**config.mk**
```make
export PLATFORM = sky130hd
export DESIGN_NAME = mix_col_serial
export DESIGN_NICKNAME = d
export VERILOG_FILES = /design/src/rtl/mix_col_serial.sv
export SDC_FILE = /design/constraint.sdc
export NUM_CORES = 1
export LEC_CHECK = 0
export ABC_AREA = 1
export CORE_UTILIZATION = 33
export DETAILED_ROUTE_END_ITERATION = 8
export DONT_BUFFER_PORTS = 1
export PLACE_DENSITY = 0.56
export SYNTH_ARGS = -nofsm -noshare
export SYNTH_HDL_FRONTEND = slang
export SYNTH_SLANG_ARGS = --single-unit
```
**constraint.sdc**
```tcl
create_clock -name clk -period 2.4 [get_ports clk]
set_clock_uncertainty 0.1 [all_clocks]
set_input_delay 0.24 -clock clk [delete_from_list [all_inputs] [get_ports clk]]
set_output_delay 0.24 -clock clk [all_outputs]
set_load 0.1 [all_outputs]
```
**src/rtl/mix_col_serial.sv**
```systemverilog
// Byte-serial AES MixColumns / InvMixColumns engine. It gathers one 4-byte state
// column, transforms it in a single cycle and streams the four result bytes back out.
module mix_col_serial #(
   parameter int COLUMNS = 4,
   parameter int CNT_W   = 2
) (
   input  logic       clk,
   input  logic       rst,
   input  logic       inv,
   input  logic       in_valid,
   input  logic [7:0] in_data,
   output logic       in_ready,
   output logic       out_valid,
   output logic [7:0] out_data,
   input  logic       out_ready,
   output logic       busy,
   output logic       block_done
);

   typedef enum logic [1:0] {LOAD, CALC, SEND} state_t;

   localparam logic [CNT_W-1:0] LAST_COL = CNT_W'(COLUMNS - 1);

   state_t           state;
   state_t           state_next;
   logic [1:0]       idx;
   logic [CNT_W-1:0] col_cnt;
   logic             inv_q;
   logic             done_q;
   logic [7:0]       a      [4];
   logic [7:0]       r      [4];
   logic [7:0]       r_calc [4];
   logic             in_fire;
   logic             out_fire;
   logic             last_byte;

   // Multiply by x in GF(2^8) modulo x^8 + x^4 + x^3 + x + 1
   function automatic logic [7:0] xtime(input logic [7:0] b);
      return {b[6:0], 1'b0} ^ (b[7] ? 8'h1B : 8'h00);
   endfunction

   // One output byte of the column transform; b0 is the byte in the result's own row
   function automatic logic [7:0] mix_byte(input logic [7:0] b0, input logic [7:0] b1,
                                           input logic [7:0] b2, input logic [7:0] b3,
                                           input logic inv_sel);
      logic [7:0] b  [4];
      logic [7:0] p2 [4];
      logic [7:0] p4 [4];
      logic [7:0] p8 [4];
      b[0] = b0;
      b[1] = b1;
      b[2] = b2;
      b[3] = b3;
      for (int i = 0; i < 4; i++) begin
         p2[i] = xtime(b[i]);
         p4[i] = xtime(p2[i]);
         p8[i] = xtime(p4[i]);
      end
      if (inv_sel)
         return (p8[0] ^ p4[0] ^ p2[0]) ^ (p8[1] ^ p2[1] ^ b[1]) ^
                (p8[2] ^ p4[2] ^ b[2]) ^ (p8[3] ^ b[3]);
      else
         return p2[0] ^ (p2[1] ^ b[1]) ^ b[2] ^ b[3];
   endfunction

   assign in_fire   = in_valid && in_ready;
   assign out_fire  = out_valid && out_ready;
   assign last_byte = (idx == 2'd3);

   always_comb begin
      for (int i = 0; i < 4; i++)
         r_calc[i] = mix_byte(a[i], a[(i + 1) % 4], a[(i + 2) % 4], a[(i + 3) % 4], inv_q);
   end

   always_ff @(posedge clk or posedge rst) begin
      if (rst)
         state <= LOAD;
      else
         state <= state_next;
   end

   always_comb begin
      state_next = state;
      case (state)
         LOAD:    if (in_fire && last_byte) state_next = CALC;
         CALC:    state_next = SEND;
         SEND:    if (out_fire && last_byte) state_next = LOAD;
         default: state_next = LOAD;
      endcase
   end

   always_comb begin
      in_ready   = (state == LOAD);
      out_valid  = (state == SEND);
      out_data   = (state == SEND) ? r[idx] : 8'h00;
      busy       = (state != LOAD) || (idx != 2'd0);
      block_done = done_q;
   end

   // idx is shared between gathering and sending since the two never overlap
   always_ff @(posedge clk or posedge rst) begin
      if (rst) begin
         idx     <= 2'd0;
         col_cnt <= '0;
         inv_q   <= 1'b0;
         done_q  <= 1'b0;
         for (int i = 0; i < 4; i++) begin
            a[i] <= 8'h00;
            r[i] <= 8'h00;
         end
      end else begin
         done_q <= 1'b0;
         case (state)
            LOAD: begin
               if (in_fire) begin
                  a[idx] <= in_data;
                  idx    <= idx + 2'd1;
                  if (idx == 2'd0)
                     inv_q <= inv;
               end
            end
            CALC: begin
               for (int i = 0; i < 4; i++)
                  r[i] <= r_calc[i];
            end
            SEND: begin
               if (out_fire) begin
                  idx <= idx + 2'd1;
                  if (last_byte) begin
                     if (col_cnt == LAST_COL) begin
                        col_cnt <= '0;
                        done_q  <= 1'b1;
                     end else begin
                        col_cnt <= col_cnt + 1'b1;
                     end
                  end
               end
            end
            default: idx <= 2'd0;
         endcase
      end
   end

endmodule

```
==> metrics.md, run 1 <==
| Metric | Value |
|---|---|
| Fin. max-slew vios | 0 |
| R2r setup slk | between 0.15 and 0.2 ns |
| TritonCTS clock tree | yes |
| Placement Cell Area | 9079 um2 |
| Slew Limit Headroom | 28.01% |
| Via count | around 8100 |
| Vias in the first global route | roughly 7400 |
| R2R Path End | r[25] |
| Initial Util | 33.88% |
| RSZ-0062 raised after global routing | false |
| Max Buffers Root-to-Sink | 2 |
| Layout cells sized above 1 | 12.96% |
| Critical path type | reg2reg |
| Synthesized cell area | a little over 8000 um2 |
| Setup Buffers After CTS | 0 |
| Num CTS Buffers | 9 |
| Layout overhead on the synthesized area | 14.72% |
| RePlAce Congestion | 0.9777 |
| CP Capture Type | flop |
| CTS sink cnt | 72 |
| Drt pass-1 iters | 8 |
| Fin nets | 1372 |
| Worst-path clk slew | 0.07 ns |
| Antenna cells | 0 |
| Library cells used by synthesis | 35 |
| Synth area leaders | nand2_1 (23%), dfrtp_1 (22%), xor2_1 (14%), xnor2_1 (6.0%), inv_1 (5.3%) |
| Post-route ant nets | 0 |
| First-pass GRT wire length | 44770 um |
| Die height | approximately 160 um |
| Tmin final | 2.224 ns |
| H-tree levels | 3 |
| CP Capture Point | r[25] |
| Warnings from Yosys | 0 |
| All-Layer GR Usage | a little under a quarter |
| Register area share after synthesis | a little over a fifth |
| Status | finished clean |
| IO buf count | 0 |
| Crit path required time | approximately 2.6 ns |
| Dominant cell type by area after synthesis | nand2_1 |
| Row cnt | 57 |
| Initial antenna violation count | 0 |
| Worst Path Arrival | around 2.4 ns |
| Worst-skew pair later-pin latency | between 0.3 and 0.4 ns |
| Post-route setup TNS | 0 ns |
| Die area | ~26000 um2 |
| Setup-failing EPs final | 0 |
| Fin area | roughly 9500 um2 |
| DRC Markers | 0 |
| Via/cell ratio | 4.830 |
| CTS root buffer | clkbuf_16 |
| Number of DRC markers in iteration 0 | 750 |
| Fmax | approximately 0.45 GHz |
| # IOs | 25 |
| Core ar. | ~24000 um2 |
| Die Span X | 160.5 um |
| CP Launch Type | flop |
| Largest net degree at the start of global routing | 40 |
| Post-synthesis net count | between 1000 and 1500 |
| Wire per inst | 17.65 um |
| Max-cap violation count | 0 |
| Syn Inst Count | between 1000 and 1500 |
| Final hold violations | 0 |
| Overflow after GRT | 0 |
| R2R depth | 11 |
| Avg Synthesized Cell Area | about 6.3 um2 |
| R2r startpoint | a[21] |
| Fin crit share | 92.67% |
| Crit-path max FO | 9 |
| Worst setup path start | a[21] |
| HP Class | in2reg |
| Synth top area share | 22.74% |
| HPWL after DPL | between 20000 and 25000 um |
| Routed WL | 29680 um |
| Worst slew pin tran | ~1.1 ns |
| FF+latch count, synth | 72 |
## logic make-up after synthesis
family / synth area share, %
AOI/OAI and AO/OA: 7.986
xor gates and xnor gates: 23.46
adders and majority gates: 0.7548
buffers and inverters: 10.69
DFF: 21.74
and+or+nand+nor: 35.37
## worst min path at each step
stage	start	to	slack, ns	cells after the start
global route	out_ready	idx[0]	0.13	3
global placement	rst	r[28]	0.14	1
floorplan	in_data[0]	a[0]	0.26	2
detailed placement	rst	r[28]	0.15	1
finish	out_ready	idx[0]	0.09	3
CTS	out_ready	idx[0]	0.09	3
## registers in the layout (all words and copies together) (netlist names)
register	count
a	32
inv_q	1
state	2
idx	2
block_done	1
r	32
col_cnt	2
## cells in the final DEF, fill, tap and decap left out, types with 2 or more instances in the layout
cell type      Yosys  final
nand3b_1           9      9
buf_4             16     63
xor2_4             2      2
xor2_2             5      5
nand2_4            9      9
nor2_4             0      2
or2_2              5      5
or2_1              2      2
inv_1            118    117
nand3_1           72     72
a21oi_1           42     34
buf_12             0     11
xnor2_1           57     57
clkbuf_16          0      9
nand2_1          502    502
ha_1               5      5
xor2_1           137    137
nand4_1            5      5
dfrtp_1           72     71
dlygate4sd3_1      0     11
a31oi_1            6      6
inv_2             21     21
nor2_1            73     71
bufinv_16          0      2
inv_6              0      2
o21ai_0           77     77
clkinvlp_4         0      2
nand2_2           25     25
xnor2_2            5      5
a21oi_2            0      8
## critical path, stage by stage (launching register included)
cell	delay (ns)
dfrtp_1	0.59
inv_2	0.21
nand2_1	0.14
nand2_2	0.08
nand2_1	0.08
nand3_1	0.08
nand2_2	0.16
xor2_1	0.25
nor2_1	0.06
o21ai_0	0.24
nand2_1	0.10
nand2_1	0.07
## what timing repair did
item                                   4_1_cts  5_1_grt
resized for setup                            0        1
setup endpoints to repair                    0        1
endpoints found under the hold margin       67        0
hold buffers                                11        0
## synth_stat cells
master / count
nand2_1: 502
xor2_1: 137
inv_1: 118
o21ai_0: 77
nor2_1: 73
dfrtp_1: 72
nand3_1: 72
xnor2_1: 57
a21oi_1: 42
nand2_2: 25
inv_2: 21
buf_4: 16
clkbuf_1: 16
buf_6: 12
nand2_4: 9
nand3b_1: 9
buf_2: 7
a31oi_1: 6
ha_1: 5
nand4_1: 5
or2_2: 5
xnor2_2: 5
xor2_2: 5
or2_1: 2
xor2_4: 2
a21o_1: 1
buf_1: 1
clkinv_1: 1
inv_4: 1
nand2b_1: 1
nor2_2: 1
o21a_1: 1
o21bai_1: 1
o22ai_1: 1
xnor2_4: 1
## metrics by stage
step / util (%) / hold slack [ns] / instances / worst slack, ns
4_1_cts: 38.86 / 0.08755 / 1682 / 0.1985
6_report: 38.87 / 0.09056 / 1682 / 0.1760
3_5_place_dp: 37.11 / 0.1479 / 1656 / 0.2205
5_1_grt: 38.87 / 0.1298 / 1682 / 0.01884
2_1_floorplan: - / 0.2610 / 1310 / 0.008362
3_3_place_gp: 37.11 / 0.1436 / 1656 / 0.2676
## cell type report
type	count	area [um2]
timing repair buffer	85	803.3
sequential	72	1803
clock buffer	9	225.2
fill	2655	14950
clock inverter	6	92.59
inverter	141	533.0
tap	324	405.4
multi-input combinational	1045	5645
## routing by layer
metal / routed length (um) / up-vias / global-route usage [%] / share of wire [%]
li1: - / 4098 / - / -
met1: 14230 / 3719 / 33.87 / 48
met2: 12730 / 259 / 35.32 / 43
met3: 1865 / 48 / 3.228 / 6.3
met4: 857 / 0 / 7.879 / 2.9
met5: 0 / - / 0 / 0
Power of run 1 is left out: the tool's default activity adds up to more than one toggle a clock period on the data nets, which glitch-free logic cannot reach.
==> run 2: changes to the inputs <==
--- a/config.mk
+++ b/config.mk
@@ -6,10 +6,10 @@
 export NUM_CORES = 1
 export LEC_CHECK = 0
 export ABC_AREA = 1
-export CORE_UTILIZATION = 33
+export CORE_ASPECT_RATIO = 1.2
+export CORE_UTILIZATION = 44
 export DETAILED_ROUTE_END_ITERATION = 8
 export DONT_BUFFER_PORTS = 1
-export PLACE_DENSITY = 0.56
 export SYNTH_ARGS = -nofsm -noshare
 export SYNTH_HDL_FRONTEND = slang
 export SYNTH_SLANG_ARGS = --single-unit
==> metrics.md, run 2 (same netlist as run 1, synthesis figures left out) <==
| Metric | Value |
|---|---|
| Number of DRC markers in iteration 0 | 603 (-20%) |
| TritonCTS clock tree | yes |
| CP Launch Type | flop |
| H-tree levels | 3 (unchanged) |
| Overflow after GRT | 0 (unchanged) |
| First-pass GRT wire length | 44970 um (+0.45%) |
| Row cnt | 54 (-5.3%) |
| Via/cell ratio | 5.152 (+6.7%) |
| Status | finished clean |
| Area occupied by multi-input gates | 5653 um2 (+0.13%) |
| Tmin final | 2.238 ns (+0.01376 ns) |
| Via count | 8243 (+1.5%) |
| Die area | 19390 um2 (-25%) |
| Regs by FF count | a (32), r (32) |
| Worst slew pin tran | 1.215 ns (+0.1396 ns) |
| Worst-path clk slew | 0.07 ns (about the same) |
| Register area | 1804 um2 (about the same) |
| Setup-failing EPs final | 0 (unchanged) |
| IO buf count | 0 (unchanged) |
| Fin crit share | 93.24% (+0.57 points) |
| Commonest non-fill, non-tap cell in the layout | nand2_1 |
| RSZ-0062 raised after global routing | false |
| CTS root buffer | clkbuf_16 |
| Crit-path max FO | 13 (+4) |
| Die Span X | 127.3 um (-21%) |
| Die height | 152.3 um (-5.1%) |
| Drt pass-1 iters | 5 (-3) |
| Post-Route Hold Slack | 0.06408 ns (-0.02649 ns) |
| # IOs | 25 (unchanged) |
| Fin. max-slew vios | 0 (unchanged) |
| Core ar. | 18310 um2 (-25%) |
| Wire per inst | 18.16 um (+2.9%) |
| Layout cells sized above 1 | 12.46% (-0.50 points) |
| Layout overhead on the synthesized area | 12.29% |
| Vias in the first global route | 7728 (+4.9%) |
| Fill count | 1874 (-29%) |
| All-Layer GR Usage | 31.18% (+7.8 points) |
| Worst Path Arrival | 1.90 ns (-0.51 ns) |
| RePlAce Congestion | 0.9992 (+2.2%) |
| Initial Util | 45.26% (+11 points) |
| Slew Limit Headroom | 18.67% (-9.3 points) |
| Largest net degree at the start of global routing | 51 (+28%) |
| HPWL after DPL | 22980 um (-3.7%) |
| CTS sink cnt | 72 (unchanged) |
| Routed WL | 29050 um (-2.1%) |
| Commonest cells after routing, fill and taps aside | nand2_1 (502), xor2_1 (136), inv_1 (117) |
| Num CTS Buffers | 9 (unchanged) |
| Max Buffers Root-to-Sink | 2 (unchanged) |
| Antenna cells | 0 (unchanged) |
| Fin nets | 1361 (-0.80%) |
| Crit path required time | 2.06 ns (-0.53 ns) |
| Critical path type | reg2out |
| Worst-skew pair later-pin latency | 0.36 ns (about the same) |
| Post-route ant nets | 0 (unchanged) |
| Initial antenna violation count | 0 (unchanged) |
| Post-route setup TNS | 0 ns (unchanged) |
| CP Capture Type | output port |
| Final hold violations | 0 (unchanged) |
| Max-cap violation count | 0 (unchanged) |
| Fmax | 0.4469 GHz (-0.61%) |
| HP Class | in2reg |
| DRC Markers | 0 (unchanged) |
## run 2: cell types whose count changed in the layout (fill, tap and decap cells not counted), sizes merged
cell	before	now
inv	141	143
buf	74	63
bufinv	2	0
clkinvlp	2	3
## run 2: through the flow
stage	std cells	util, %	setup WS, ns	instance area [um2]
floorplan	1310	-	0.008362	8325
global placement	1573	48.63	0.1888	8905
detailed placement	1573	48.63	0.1440	8905
CTS	1600	50.76	0.1179	9294
global route	1600	50.83	0.002204	9306
finish	1600	50.83	0.1623	9306
## run 2: path summary, 6_finish.rpt
kind	start	end	slack, ns	cells past startpoint
hold / removal	out_ready	idx[1]	0.06	3
setup / recovery	idx[0]	out_data[3]	0.16	5
hold reg to reg	r[5]	r[5]	0.38	2
max in group asynchronous	rst	a[10]	1.16	3
setup reg to reg	a[26]	r[28]	0.17	12
min in group asynchronous	rst	r[13]	0.41	2
## run 2: final cells by class
type | count | share of cell area, %
Tap cell | 252 | 3.388
Inverter | 141 | 5.741
Timing Repair Buffer | 74 | 7.744
Multi-Input combinational cell | 1045 | 60.74
Clock inverter | 7 | 0.5781
Clock buffer | 9 | 2.420
Sequential cell | 72 | 19.39
## run 2: worst max-delay path, cell delays in order, from the launching register on
cell and delay [ns]:
dfrtp_1 0.40, inv_1 0.24, buf_4 0.27, o21ai_0 0.15, a21oi_2 0.26, buf_12 0.21
## run 2: what timing repair did
item / CTS / global route
buffers inserted: 0 / 0
gates resized for setup: 0 / 4
endpoints found under the hold margin: 62 / 0
setup endpoints to repair: 0 / 4
hold buffers: 11 / 0
## run 2: per-layer routing
layer	track usage (%)	share of wire, %
met3	5.091	5.9
met1	39.01	42
met2	50.46	47
met5	0	0
met4	17.97	5.6
Power of run 2 is left out for the same reason.
